## src/rtl/asip_fetch_pkg.sv

```systemverilog
// Shared types and constants for the RSA ASIP instruction-fetch front end.
package asip_fetch_pkg;

    localparam int unsigned WORD_W = 16;
    localparam int unsigned PC_W   = 13;

    localparam logic [3:0]        HALT_OPCODE = 4'hF;
    localparam logic [WORD_W-1:0] NOP_WORD    = 16'h0000;

    typedef logic [PC_W-1:0] pc_t;

    typedef enum logic [1:0] {
        BOOT,
        RUN,
        REDIRECT,
        HALT
    } fetch_state_t;

endpackage

```

## src/rtl/fetch_stage_if_id_reg.sv

```systemverilog
// Pipeline boundary register: flush inserts a NOP bubble, load captures, otherwise hold.
module if_id_reg
    import asip_fetch_pkg::*;
#(
    parameter int unsigned INSTR_W = 16,
    parameter int unsigned ADDR_W  = 13
) (
    input  logic               clk,
    input  logic               rst_n,
    input  logic               load,
    input  logic               flush,
    input  logic [INSTR_W-1:0] instr_in,
    input  logic [ADDR_W-1:0]  pc_in,
    input  logic               valid_in,
    output logic [INSTR_W-1:0] instr_out,
    output logic [ADDR_W-1:0]  pc_out,
    output logic               valid_out
);

    logic [INSTR_W-1:0] instr_q, instr_d;
    logic [ADDR_W-1:0]  pc_q, pc_d;
    logic               valid_q, valid_d;

    // Flush wins over load; the PC is kept on flush since the bubble carries no address.
    always_comb begin
        instr_d = instr_q;
        pc_d    = pc_q;
        valid_d = valid_q;
        if (flush) begin
            instr_d = INSTR_W'(NOP_WORD);
            valid_d = 1'b0;
        end else if (load) begin
            instr_d = valid_in ? instr_in : INSTR_W'(NOP_WORD);
            pc_d    = pc_in;
            valid_d = valid_in;
        end
    end

    always_ff @(posedge clk or negedge rst_n) begin
        if (!rst_n) begin
            instr_q <= INSTR_W'(NOP_WORD);
            pc_q    <= '0;
            valid_q <= 1'b0;
        end else begin
            instr_q <= instr_d;
            pc_q    <= pc_d;
            valid_q <= valid_d;
        end
    end

    assign instr_out = instr_q;
    assign pc_out    = pc_q;
    assign valid_out = valid_q;

endmodule

```

## src/rtl/fetch_stage.sv

```systemverilog
// Instruction fetch: owns the PC, drives the 1-cycle synchronous imem and fills IF/ID.
module fetch_stage
    import asip_fetch_pkg::*;
#(
    parameter int unsigned ARQ              = 16,
    parameter int unsigned MEMORY_ADDR_SIZE = 13
) (
    input  logic                        clk,
    input  logic                        rst,
    input  logic                        pc_en,
    input  logic                        jenable,
    input  logic [MEMORY_ADDR_SIZE-1:0] jump_target,
    output logic [MEMORY_ADDR_SIZE-1:0] imem_addr,
    output logic                        imem_rd_en,
    input  logic [ARQ-1:0]              imem_rdata,
    output logic [ARQ-1:0]              instr_out,
    output logic [MEMORY_ADDR_SIZE-1:0] pc_out,
    output logic                        valid_out,
    output logic                        halted
);

    localparam logic [MEMORY_ADDR_SIZE-1:0] PC_ONE = MEMORY_ADDR_SIZE'(1);

    fetch_state_t                state_q, state_d;
    logic [MEMORY_ADDR_SIZE-1:0] pc_q, pc_d;
    logic [MEMORY_ADDR_SIZE-1:0] fl_pc_q, fl_pc_d;
    logic                        fl_v_q, fl_v_d;
    logic                        halted_q, halted_d;
    logic                        ifid_load, ifid_flush;
    logic                        is_halt_word;

    assign is_halt_word = (imem_rdata[ARQ-1 -: 4] == HALT_OPCODE);

    always_comb begin
        state_d    = state_q;
        pc_d       = pc_q;
        fl_pc_d    = fl_pc_q;
        fl_v_d     = fl_v_q;
        halted_d   = halted_q;
        ifid_load  = 1'b0;
        ifid_flush = 1'b0;

        // A stall re-issues the in-flight address so imem_rdata stays valid on resume.
        imem_addr  = (state_q == RUN && !pc_en && !jenable) ? fl_pc_q : pc_q;
        imem_rd_en = (state_q != HALT);

        if (state_q != HALT && jenable) begin
            ifid_flush = 1'b1;
            fl_v_d     = 1'b0;
            pc_d       = jump_target;
            state_d    = REDIRECT;
        end else begin
            unique case (state_q)
                BOOT: begin
                    fl_pc_d = pc_q;
                    fl_v_d  = 1'b1;
                    pc_d    = pc_q + PC_ONE;
                    state_d = RUN;
                end
                RUN: begin
                    if (pc_en) begin
                        ifid_load = 1'b1;
                        fl_pc_d   = pc_q;
                        fl_v_d    = 1'b1;
                        pc_d      = pc_q + PC_ONE;
                        if (fl_v_q && is_halt_word) begin
                            state_d  = HALT;
                            halted_d = 1'b1;
                        end
                    end
                end
                REDIRECT: begin
                    if (pc_en) begin
                        fl_pc_d = pc_q;
                        fl_v_d  = 1'b1;
                        pc_d    = pc_q + PC_ONE;
                        state_d = RUN;
                    end
                end
                HALT: begin
                    ifid_flush = pc_en;
                end
                default: state_d = BOOT;
            endcase
        end
    end

    always_ff @(posedge clk or negedge rst) begin
        if (!rst) begin
            state_q  <= BOOT;
            pc_q     <= '0;
            fl_pc_q  <= '0;
            fl_v_q   <= 1'b0;
            halted_q <= 1'b0;
        end else begin
            state_q  <= state_d;
            pc_q     <= pc_d;
            fl_pc_q  <= fl_pc_d;
            fl_v_q   <= fl_v_d;
            halted_q <= halted_d;
        end
    end

    if_id_reg #(
        .INSTR_W (ARQ),
        .ADDR_W  (MEMORY_ADDR_SIZE)
    ) u_if_id (
        .clk       (clk),
        .rst_n     (rst),
        .load      (ifid_load),
        .flush     (ifid_flush),
        .instr_in  (imem_rdata),
        .pc_in     (fl_pc_q),
        .valid_in  (fl_v_q),
        .instr_out (instr_out),
        .pc_out    (pc_out),
        .valid_out (valid_out)
    );

    assign halted = halted_q;

endmodule

```

## config.mk

```make
export PLATFORM = sky130hd
export DESIGN_NAME = fetch_stage
export DESIGN_NICKNAME = d
export VERILOG_FILES = /design/src/rtl/asip_fetch_pkg.sv /design/src/rtl/fetch_stage_if_id_reg.sv /design/src/rtl/fetch_stage.sv
export SDC_FILE = /design/constraint.sdc
export NUM_CORES = 1
export LEC_CHECK = 0
export CELL_PAD_IN_SITES_DETAIL_PLACEMENT = 0
export CELL_PAD_IN_SITES_GLOBAL_PLACEMENT = 1
export CORE_ASPECT_RATIO = 1.1
export CORE_UTILIZATION = 42
export DETAILED_ROUTE_END_ITERATION = 6
export PLACE_DENSITY_LB_ADDON = 0.1
export RECOVER_POWER = 100
export SYNTH_ARGS = -nofsm -noshare
export SYNTH_HDL_FRONTEND = slang
export SYNTH_HIERARCHICAL = 1
export SYNTH_SLANG_ARGS = --single-unit
```

## constraint.sdc

```tcl
create_clock -name clk -period 3.4 [get_ports clk]
set_input_delay 0.85 -clock clk [delete_from_list [all_inputs] [get_ports clk]]
set_output_delay 0.85 -clock clk [all_outputs]
set_load 0.02 [all_outputs]
```

==> metrics.md, run 1 <==
| Metric | Value |
|---|---|
| Status | finished with violations |
| Failing checks | capacitance limit, slew limit |
| Drt pass-1 iters | 4 |
| Reg2reg start | state_q[1] |
| H-tree levels | 3 |
| GRT Util Overall | 19.3% |
| Reg clk slew, reported paths | 0.06 ns |
| Asr flop ratio synth | 100% |
| Power Density | 883 nW/µm² |
| Cell variety after synth | 46 |
| Cts hold-fix bufs | 0 |
| Post-Layout Cell Count | between 400 and 500 |
| Critical Path RT | 2.55 ns |
| Unrepaired setup endpoints after global routing | no |
| Post-synth top cells | dfrtp_1, mux2_2, a32o_1 |
| Initial antenna violation count | 0 |
| Cells taking the most area after synthesis | dfrtp_1, mux2_2, a32o_1 |
| Endpoints failing setup | 0 |
| First-pass GRT wire length | approximately 11 mm |
| Post-synthesis cell count | 244 |
| Largest net degree at the start of global routing | 36 |
| Worst Clk Skew | 0.0106 ns |
| Met3 Use GR | 5.55% |
| Worst Tran Pin Value | around 1.9 ns |
| Total of max-cap violations | 1 |
| Share of the synthesized area in the top cell type | 49.2% |
| GR peak layer | met2 |
| Hold Path Origin | halted |
| WS Path Type | input pin to output pin |
| Leakage | 1.74 nW |
| Die Area | approximately 7600 µm² |
| Num CTS Buffers | 9 |
| Port Buffers | between 70 and 80 |
| Number of global-route vias before repair | 2,351 |
| Hold/Removal Path Class | flip-flop to flip-flop |
| Slew Limit Fails | 36 |
| Largest stage delay on the critical path | 0.46 ns |
| Clock Latency Late Sink | 0.34 ns |
| Placeable core area | about 7000 µm² |
| Worst vdd ir | 0.432 mV |
| Critical path's top delay family | buffers and inverters |
| Final non-filler cell area | 4030 µm² |
| Slowest CP cell | clkdlybuf4s50_1 |
| Final cycle utilization of the critical path | 95.6% |
| Residual DRC | 0 |
| Pwr Total | 3.55 mW |
| Die X | 83.3 µm |
| Leading area contributor after synthesis | dfrtp_1 |
| CTS root buf | clkbuf_8 |
| Critical Path Source | jenable |
| Post-synth net total | 282 |
| Postcts setup bufs | 0 |
| Fin. Hold Viols | 0 |
| Mapped Area | a little over 3000 µm² |
| Prevailing post-synth register cell | dfrtp_1 |
| Post-route ant nets | 0 |
| Die H | around 90 µm |
| Post-DP HPWL | 4.60 mm |
| CP Max Fanout | 16 |
| Number of flops mapped to enable cells by yosys | 0 |
| Clock sinks | 60 |
| Ports | 78 |
| Critical Path Source Type | input pin |
| FMAX | 308 MHz |
| CP Buf/Inv Count | 3 |
| Critical path data arrival time | 2.40 ns |
| CTS tree | done |
| Post-DP Area | 3900 µm² |
| Final min period | 3.25 ns |
| Routability cong. | around 0.73 |
| Crit path cell chain | clkdlybuf4s50_1 > nor3b_4 > buf_12 > mux2_2 > dlygate4sd2_1 |
| Top-count cell post-synth | dfrtp_1 |
| Via-per-instance ratio | 5.37 |
| Warnings from Yosys | 6 |
| Post-detailed-route wirelength per cell | roughly 16 µm |
| Fin Setup TNS | 0 ns |
| Core Util, Final | between 50% and 60% |
| Initial core utilization | 43.6% |
| Slew headroom | -25.9% |
| Diodes inserted | 0 |
| Sequential share of the synthesized area | between 40 and 50% |
| Crit end category | output pin |
| Row cnt | 32 |
| Final nets | 366 |
| Grt total ovfl | 0 |
| Post-Syn Area per Cell | 12.5 µm² |
| Met2 GRT Util | 30.6% |
| M1 GR Usage | 24.6% |
| Final WL | 6.60 mm |
| Bufs on Longest Clock Path | 2 |
| First DRT Iteration DRCs | 83 |
| Via Count | 2,239 |
| Dpl cells | 402 |
| Seq cells post-synth | 60 |
| Share of layout cells above drive strength 1 | just under 20% |
| Area Overhead vs Synth | 31.9% |
[layout by cell type, fill, tap and decap left out, types with 2 or more instances in the layout]
cell type         n
dfrtp_1          60
dlygate4sd3_1    33
clkdlybuf4s50_1  30
mux2_2           26
a32o_1           15
o21ai_0          12
nand2_1          11
clkbuf_8         11
nor2_1           10
nand3_1          10
dlygate4sd2_1    10
mux2_1            9
a22oi_1           8
inv_1             7
xnor2_1           7
clkbuf_1          7
nand4_1           6
mux2i_1           5
ha_1              5
buf_4             5
clkbuf_2          4
nor2b_1           3
nor2b_2           3
a21oi_1           3
nor4_4            2
o21ai_1           2
nor3_1            2
nor4_1            2
a311o_1           2
bufinv_16         2
[path summary, 6_finish.rpt]
kind                       cells after the start  slack [ns]               endpoint
hold reg to reg                                1        0.46                 halted
hold / removal                                 1        0.46                 halted
min in group asynchronous                      1        1.02      u_if_id/pc_out[8]
max in group asynchronous                      2        1.00  u_if_id/instr_out[13]
setup / recovery                               5        0.15          imem_addr[10]
setup reg to reg                               7        0.74             fl_pc_q[6]
[sequential cells by signal (all words and copies together) (netlist names)]
register / cells
u_if_id/valid_out: 1
u_if_id/pc_out: 13
u_if_id/instr_out: 16
state_q: 2
halted: 1
pc_q: 13
fl_v_q: 1
fl_pc_q: 13
[report_power, final]
part / internal, mW / total [mW] / switching (mW)
registers: 0.988 / 1.24 / 0.256
clock network: 0.447 / 0.724 / 0.276
logic: 0.749 / 1.58 / 0.836
total: 2.18 / 3.55 / 1.37
[stage by stage]
| stage | setup slack, ns | hold WS [ns] |
|---|---|---|
| 5_1_grt | 0.0768 | 0.497 |
| 3_3_place_gp | -0.0549 | 0.461 |
| 2_1_floorplan | 0.628 | 0.492 |
| 6_report | 0.150 | 0.464 |
| 3_5_place_dp | -0.0807 | 0.462 |
| 4_1_cts | 0.0462 | 0.476 |
[area by class of cell]
class / instances / area, µm²
multi-input combinational: 160 / 1350
clock inverter: 4 / 72.6
tap: 85 / 106
inverter: 7 / 26.3
sequential: 60 / 1500
fill: 615 / 2980
timing repair buffer: 90 / 822
clock buffer: 11 / 151
[logic make-up after synthesis]
| kind of cell | share of synthesized area [%] |
|---|---|
| XOR/XNOR | 2.01 |
| adder cells (fa/ha/maj) | 2.05 |
| flip-flops | 49.2 |
| multiplexers | 16.2 |
| buffers and inverters | 5.13 |
| AO/OA/AOI/OAI | 11.7 |
| AND/OR/NAND/NOR | 13.7 |
[metal layers]
| layer | vias to the layer above | routed length [µm] |
|---|---|---|
| met3 | 14 | 411 |
| met1 | 1087 | 2890 |
| met5 | - | 0 |
| met4 | 0 | 144 |
| met2 | 65 | 3150 |
| li1 | 1073 | - |
[what timing repair did]
action | 4_1_cts | 5_1_grt
resized for setup | 10 | 3
endpoints found under the setup margin | 10 | 3
pin swaps | 0 | 0
Power figures use the tool's default switching activity.
==> run 2, diff against run 1 <==
--- a/config.mk
+++ b/config.mk
@@ -10,6 +10,7 @@
 export CORE_ASPECT_RATIO = 1.1
 export CORE_UTILIZATION = 42
 export DETAILED_ROUTE_END_ITERATION = 6
+export GPL_ROUTABILITY_DRIVEN = 0
 export PLACE_DENSITY_LB_ADDON = 0.1
 export RECOVER_POWER = 100
 export SYNTH_ARGS = -nofsm -noshare
==> constraint.sdc (replaced) <==
create_clock -name clk -period 3.4 [get_ports clk]
set_input_delay 0.85 -clock clk [delete_from_list [all_inputs] [get_ports clk]]
set_output_delay 0.85 -clock clk [all_outputs]
set_load 0.1 [all_outputs]
==> metrics.md, run 2 (synthesis results as in run 1) <==
| Metric | Value |
|---|---|
| Post-detailed-route wirelength per cell | 15.8 µm (-0.34%) |
| Max reg flops | 16 (unchanged) |
| Num CTS Buffers | 9 (unchanged) |
| Critical Path End | imem_addr[6] |
| Clock sinks | 60 (unchanged) |
| Clock Latency Late Sink | 0.34 ns (about the same) |
| Met3 Use GR | 4.91% (-0.64 points) |
| Residual DRC | 0 (unchanged) |
| Critical Path RT | 2.55 ns (about the same) |
| CTS tree | done |
| WS Path Type | input pin to output pin |
| CTS root buf | clkbuf_8 |
| Unrepaired setup endpoints after global routing | no |
| Final min period | 3.25 ns (+0.00343 ns) |
| Commonest non-fill, non-tap cell in the layout | dfrtp_1 |
| Initial core utilization | 43.6% (unchanged) |
| Final nets | 364 (-0.55%) |
| Drt pass-1 iters | 4 (unchanged) |
| Share of layout cells above drive strength 1 | 18.4% (-1.5 points) |
| Post-DP HPWL | 4.58 mm (-0.44%) |
| Critical Path Source Type | input pin |
| Via Count | 2,198 (-1.8%) |
| Post-route ant nets | 0 (unchanged) |
| Row cnt | 32 (unchanged) |
| Die Area | 7610 µm² (unchanged) |
| Critical path data arrival time | 2.40 ns (about the same) |
| Post-cts sizing count | 0 (-10) |
| M1 GR Usage | 23.6% (-1.0 points) |
| First-pass GRT wire length | 11.3 mm (-1.8%) |
| Final cycle utilization of the critical path | 95.7% (+0.10 points) |
| Endpoints failing setup | 0 (unchanged) |
| Worst Clk Skew | 0.00698 ns (-0.00363 ns) |
| Postcts setup bufs | 0 (unchanged) |
| Reg2reg start | state_q[1] |
| Worst Tran Pin Value | 1.97 ns (+0.0807 ns) |
| GR peak layer | met2 |
| Area Overhead vs Synth | 29.7% |
| Commonest cells after routing, fill and taps aside | dfrtp_1, clkbuf_1, clkdlybuf4s50_1 |
| Via-per-instance ratio | 5.28 (-1.6%) |
| Largest net degree at the start of global routing | 37 (+2.8%) |
| Met2 GRT Util | 31.6% (+1.0 points) |
| Diodes inserted | 0 (unchanged) |
| Final WL | 6.56 mm (-0.58%) |
| Bufs on Longest Clock Path | 2 (unchanged) |
| Placeable core area | 7010 µm² (unchanged) |
| Number of global-route vias before repair | 2,286 (-2.8%) |
| Post-DP Area | 3940 µm² (+0.90%) |
| Slew Limit Fails | 37 (+2.8%) |
| Grt total ovfl | 0 (unchanged) |
| RR Endpoint | u_if_id/instr_out[14] |
| FMAX | 307 MHz (-0.11%) |
| R2R setup slack | 1.00 ns (+0.26 ns) |
| Die X | 83.3 µm (unchanged) |
| Port Buffers | 77 (unchanged) |
| Total of max-cap violations | 1 (unchanged) |
| Cts hold-fix bufs | 0 (unchanged) |
| Fin. Hold Viols | 0 (unchanged) |
| Core Util, Final | 56.5% (-0.95 points) |
| Critical Path Source | pc_en |
| Hold/Removal Path Class | flip-flop to flip-flop |
| Slew headroom | -31.3% (-5.4 points) |
| Final non-filler cell area | 3960 µm² (-1.6%) |
| Die H | 91.4 µm (unchanged) |
| GRT Util Overall | 19.1% (-0.20 points) |
| Ports | 78 (unchanged) |
| Initial antenna violation count | 0 (unchanged) |
| FF-to-FF path depth | 6 (-1) |
| First DRT Iteration DRCs | 81 (-2.4%) |
| CP Max Fanout | 16 (unchanged) |
| H-tree levels | 3 (unchanged) |
| Failing checks | capacitance limit, slew limit |
| Crit end category | output pin |
| Status | finished with violations |
| Reg clk slew, reported paths | 0.07 ns (about the same) |
run 2: worst min-delay path by stage:
| stage | startpoint | endpoint | cells past startpoint |
|---|---|---|---|
| 5_1_grt | u_if_id/pc_out[3] | u_if_id/pc_out[3] | 1 |
| 2_1_floorplan | fl_pc_q[0] | fl_pc_q[0] | 1 |
| 3_5_place_dp | halted | halted | 1 |
| 3_3_place_gp | halted | halted | 1 |
| 6_report | halted | halted | 1 |
| 4_1_cts | halted | halted | 1 |
run 2: cell type report:
type | count | area [µm²]
repair buffers | 88 | 761
inverters | 7 | 26.3
multi-input cells | 160 | 1320
fillers | 637 | 3050
flip-flops and latches | 60 | 1500
clock buffers | 10 | 138
clock inverters | 6 | 111
well taps | 85 | 106
run 2: layer usage:
layer | routed length [µm] | vias up
met5 | 0 | -
met4 | 101 | 0
met3 | 359 | 10
met2 | 3120 | 62
met1 | 2990 | 1063
li1 | - | 1063
run 2: worst max-delay path, stage by stage:
cell,delay (ns)
dlygate4sd3_1,0.59
nor3b_4,0.22
buf_12,0.17
mux2_1,0.37
buf_12,0.18
run 2: metrics by stage:
step	TNS (ns)	hold slack (ns)	std cells	setup WS [ns]
2_1_floorplan	-0.195	0.492	244	-0.0649
3_3_place_gp	0	0.455	400	0.275
3_5_place_dp	0	0.459	400	0.254
4_1_cts	0	0.488	416	0.253
5_1_grt	0	0.504	416	0.121
6_report	0	0.479	416	0.147
Power of run 2 is not shown: default switching activity piles up to over one toggle a cycle in this logic, so the estimate is an artifact.
==> run 3, diff against run 2 <==
--- a/config.mk
+++ b/config.mk
@@ -13,6 +13,7 @@
 export GPL_ROUTABILITY_DRIVEN = 0
 export PLACE_DENSITY_LB_ADDON = 0.1
 export RECOVER_POWER = 100
+export SLEW_MARGIN = 20
 export SYNTH_ARGS = -nofsm -noshare
 export SYNTH_HDL_FRONTEND = slang
 export SYNTH_HIERARCHICAL = 1
==> constraint.sdc (replaced) <==
create_clock -name clk -period 4.2 [get_ports clk]
set_input_delay 1.05 -clock clk [delete_from_list [all_inputs] [get_ports clk]]
set_output_delay 1.05 -clock clk [all_outputs]
set_load 0.1 [all_outputs]
==> metrics.md, run 3 (synthesis results as in run 1) <==
| Metric | Value |
|---|---|
| Status | finished with violations |
| Failing checks | capacitance limit, slew limit |
| Area Overhead vs Synth | 33.5% |
| Unrepaired setup endpoints after global routing | no |
| CTS root buf | clkbuf_8 |
| RR Endpoint | u_if_id/pc_out[1] |
| Fin Setup TNS | 0 ns (unchanged) |
| Post-cts sizing count | 0 (unchanged) |
| H-tree levels | 3 (unchanged) |
| Residual DRC | 0 (unchanged) |
| WS Path Type | input pin to output pin |
| Row cnt | 32 (unchanged) |
| Commonest non-fill, non-tap cell in the layout | dfrtp_1 |
| Ports | 78 (unchanged) |
| Endpoints failing setup | 0 (unchanged) |
| Hold/Removal Path Class | flip-flop to flip-flop |
| Final nets | 358 (-1.6%) |
| Dpl cells | 394 (-1.5%) |
| Worst Tran Pin Value | 1.86 ns (-0.113 ns) |
| Largest net degree at the start of global routing | 34 (-8.1%) |
| First-pass GRT wire length | 11.4 mm (+1.5%) |
| Multi-input logic area | 1320 µm² (+0.48%) |
| Slew headroom | -23.7% (+7.6 points) |
| Reg clk slew, reported paths | 0.06 ns (about the same) |
| Bufs on Longest Clock Path | 2 (unchanged) |
| Fillers | 629 (-1.3%) |
| Via-per-instance ratio | 5.37 (+1.6%) |
| Critical Path End | imem_addr[11] |
| Core Util, Final | 58.1% (+1.6 points) |
| Die Area | 7610 µm² (unchanged) |
| Post-DP Area | 3960 µm² (+0.51%) |
| Post-detailed-route wirelength per cell | 16.1 µm (+2.2%) |
| Placeable core area | 7010 µm² (unchanged) |
| Cts hold-fix bufs | 0 (unchanged) |
| Reg2reg start | state_q[1] |
| Die X | 83.3 µm (unchanged) |
| Num CTS Buffers | 9 (unchanged) |
| Post-Layout Cell Count | 410 (-1.4%) |
| Critical path data arrival time | 2.81 ns (+0.41 ns) |
| Worst Clk Skew | 0.0122 ns (+0.00523 ns) |
| Crit end category | output pin |
| Clock Latency Late Sink | 0.34 ns (about the same) |
| Die H | 91.4 µm (unchanged) |
| Critical Path RT | 3.15 ns (+0.60 ns) |
| Final WL | 6.61 mm (+0.73%) |
| CP Max Fanout | 16 (unchanged) |
| Max reg flops | 16 (unchanged) |
| Postcts setup bufs | 0 (unchanged) |
| Clock sinks | 60 (unchanged) |
| Initial core utilization | 43.6% (unchanged) |
| GRT Util Overall | 19.3% (+0.18 points) |
| Diodes inserted | 0 (unchanged) |
| Drt pass-1 iters | 4 (unchanged) |
| Post-DP HPWL | 4.57 mm (-0.27%) |
| Final cycle utilization of the critical path | 91.9% |
| FMAX | between 200 and 300 MHz |
| Post-route ant nets | 0 (unchanged) |
| Final non-filler cell area | 4070 µm² (+2.9%) |
| Commonest cells after routing, fill and taps aside | dfrtp_1, dlygate4sd3_1, clkdlybuf4s50_1 |
| Final min period | approximately 3.9 ns |
| Total of max-cap violations | 1 (unchanged) |
| Grt total ovfl | 0 (unchanged) |
| FF-to-FF path depth | 6 (unchanged) |
| Hold Path Origin | halted |
| Port Buffers | 77 (unchanged) |
| CTS tree | done |
| Share of layout cells above drive strength 1 | 17.5% (-0.89 points) |
| Via Count | 2,201 (+0.14%) |
| Slew Limit Fails | 34 (-8.1%) |
| First DRT Iteration DRCs | 105 (+30%) |
| Number of global-route vias before repair | 2,373 (+3.8%) |
| R2R setup slack | 1.56 ns (+0.56 ns) |
| Initial antenna violation count | 0 (unchanged) |
| Fin. Hold Viols | 0 (unchanged) |
| Register area | 1500 µm² (unchanged) |
| Critical Path Source | pc_en |
| Critical Path Source Type | input pin |
## run 3: cell count changes in the layout (fill, tap and decap cells not counted), moves of 3 or more
cell	change
dlygate4sd3_1	+32
buf_12	-3
o21ai_0	+5
o21ai_1	-5
mux2_2	-3
clkbuf_1	-34
## run 3: critical path: stages
cell	delay, ns
dlygate4sd3_1	0.65
nor3b_4	0.19
buf_4	0.26
nand2_1	0.07
o21ai_0	0.08
clkbuf_2	0.49
## run 3: worst min path at each step
stage / endpoint / slack, ns / cells after the start
after floorplan: fl_pc_q[0] / 0.49 / 1
after global placement: u_if_id/instr_out[8] / 0.47 / 1
after detailed placement: halted / 0.47 / 1
after CTS: halted / 0.49 / 1
after global routing: halted / 0.49 / 1
final: halted / 0.47 / 1
## run 3: area by class of cell
class | instances | share of cell area (%)
inverters | 7 | 0.645
clock buffers | 11 | 3.23
flip-flops and latches | 60 | 36.9
multi-input cells | 160 | 32.4
clock inverters | 5 | 2.46
well taps | 85 | 2.61
repair buffers | 82 | 21.8
## run 3: routing by layer
layer | share of wire, % | GRT usage, % | up-vias
met5 | 0 | 0 | -
met4 | 2.2 | 10.6 | 0
met3 | 6.2 | 5.27 | 12
met2 | 47 | 30.3 | 64
met1 | 44 | 24.0 | 1073
li1 | - | - | 1052
## run 3: metrics by stage
step,setup slack (ns),hold WS (ns)
4_1_cts,0.490,0.488
2_1_floorplan,-0.424,0.492
3_3_place_gp,0.518,0.472
6_report,0.339,0.471
5_1_grt,0.225,0.486
3_5_place_dp,0.490,0.474
Power of run 3 is left out for the same reason.
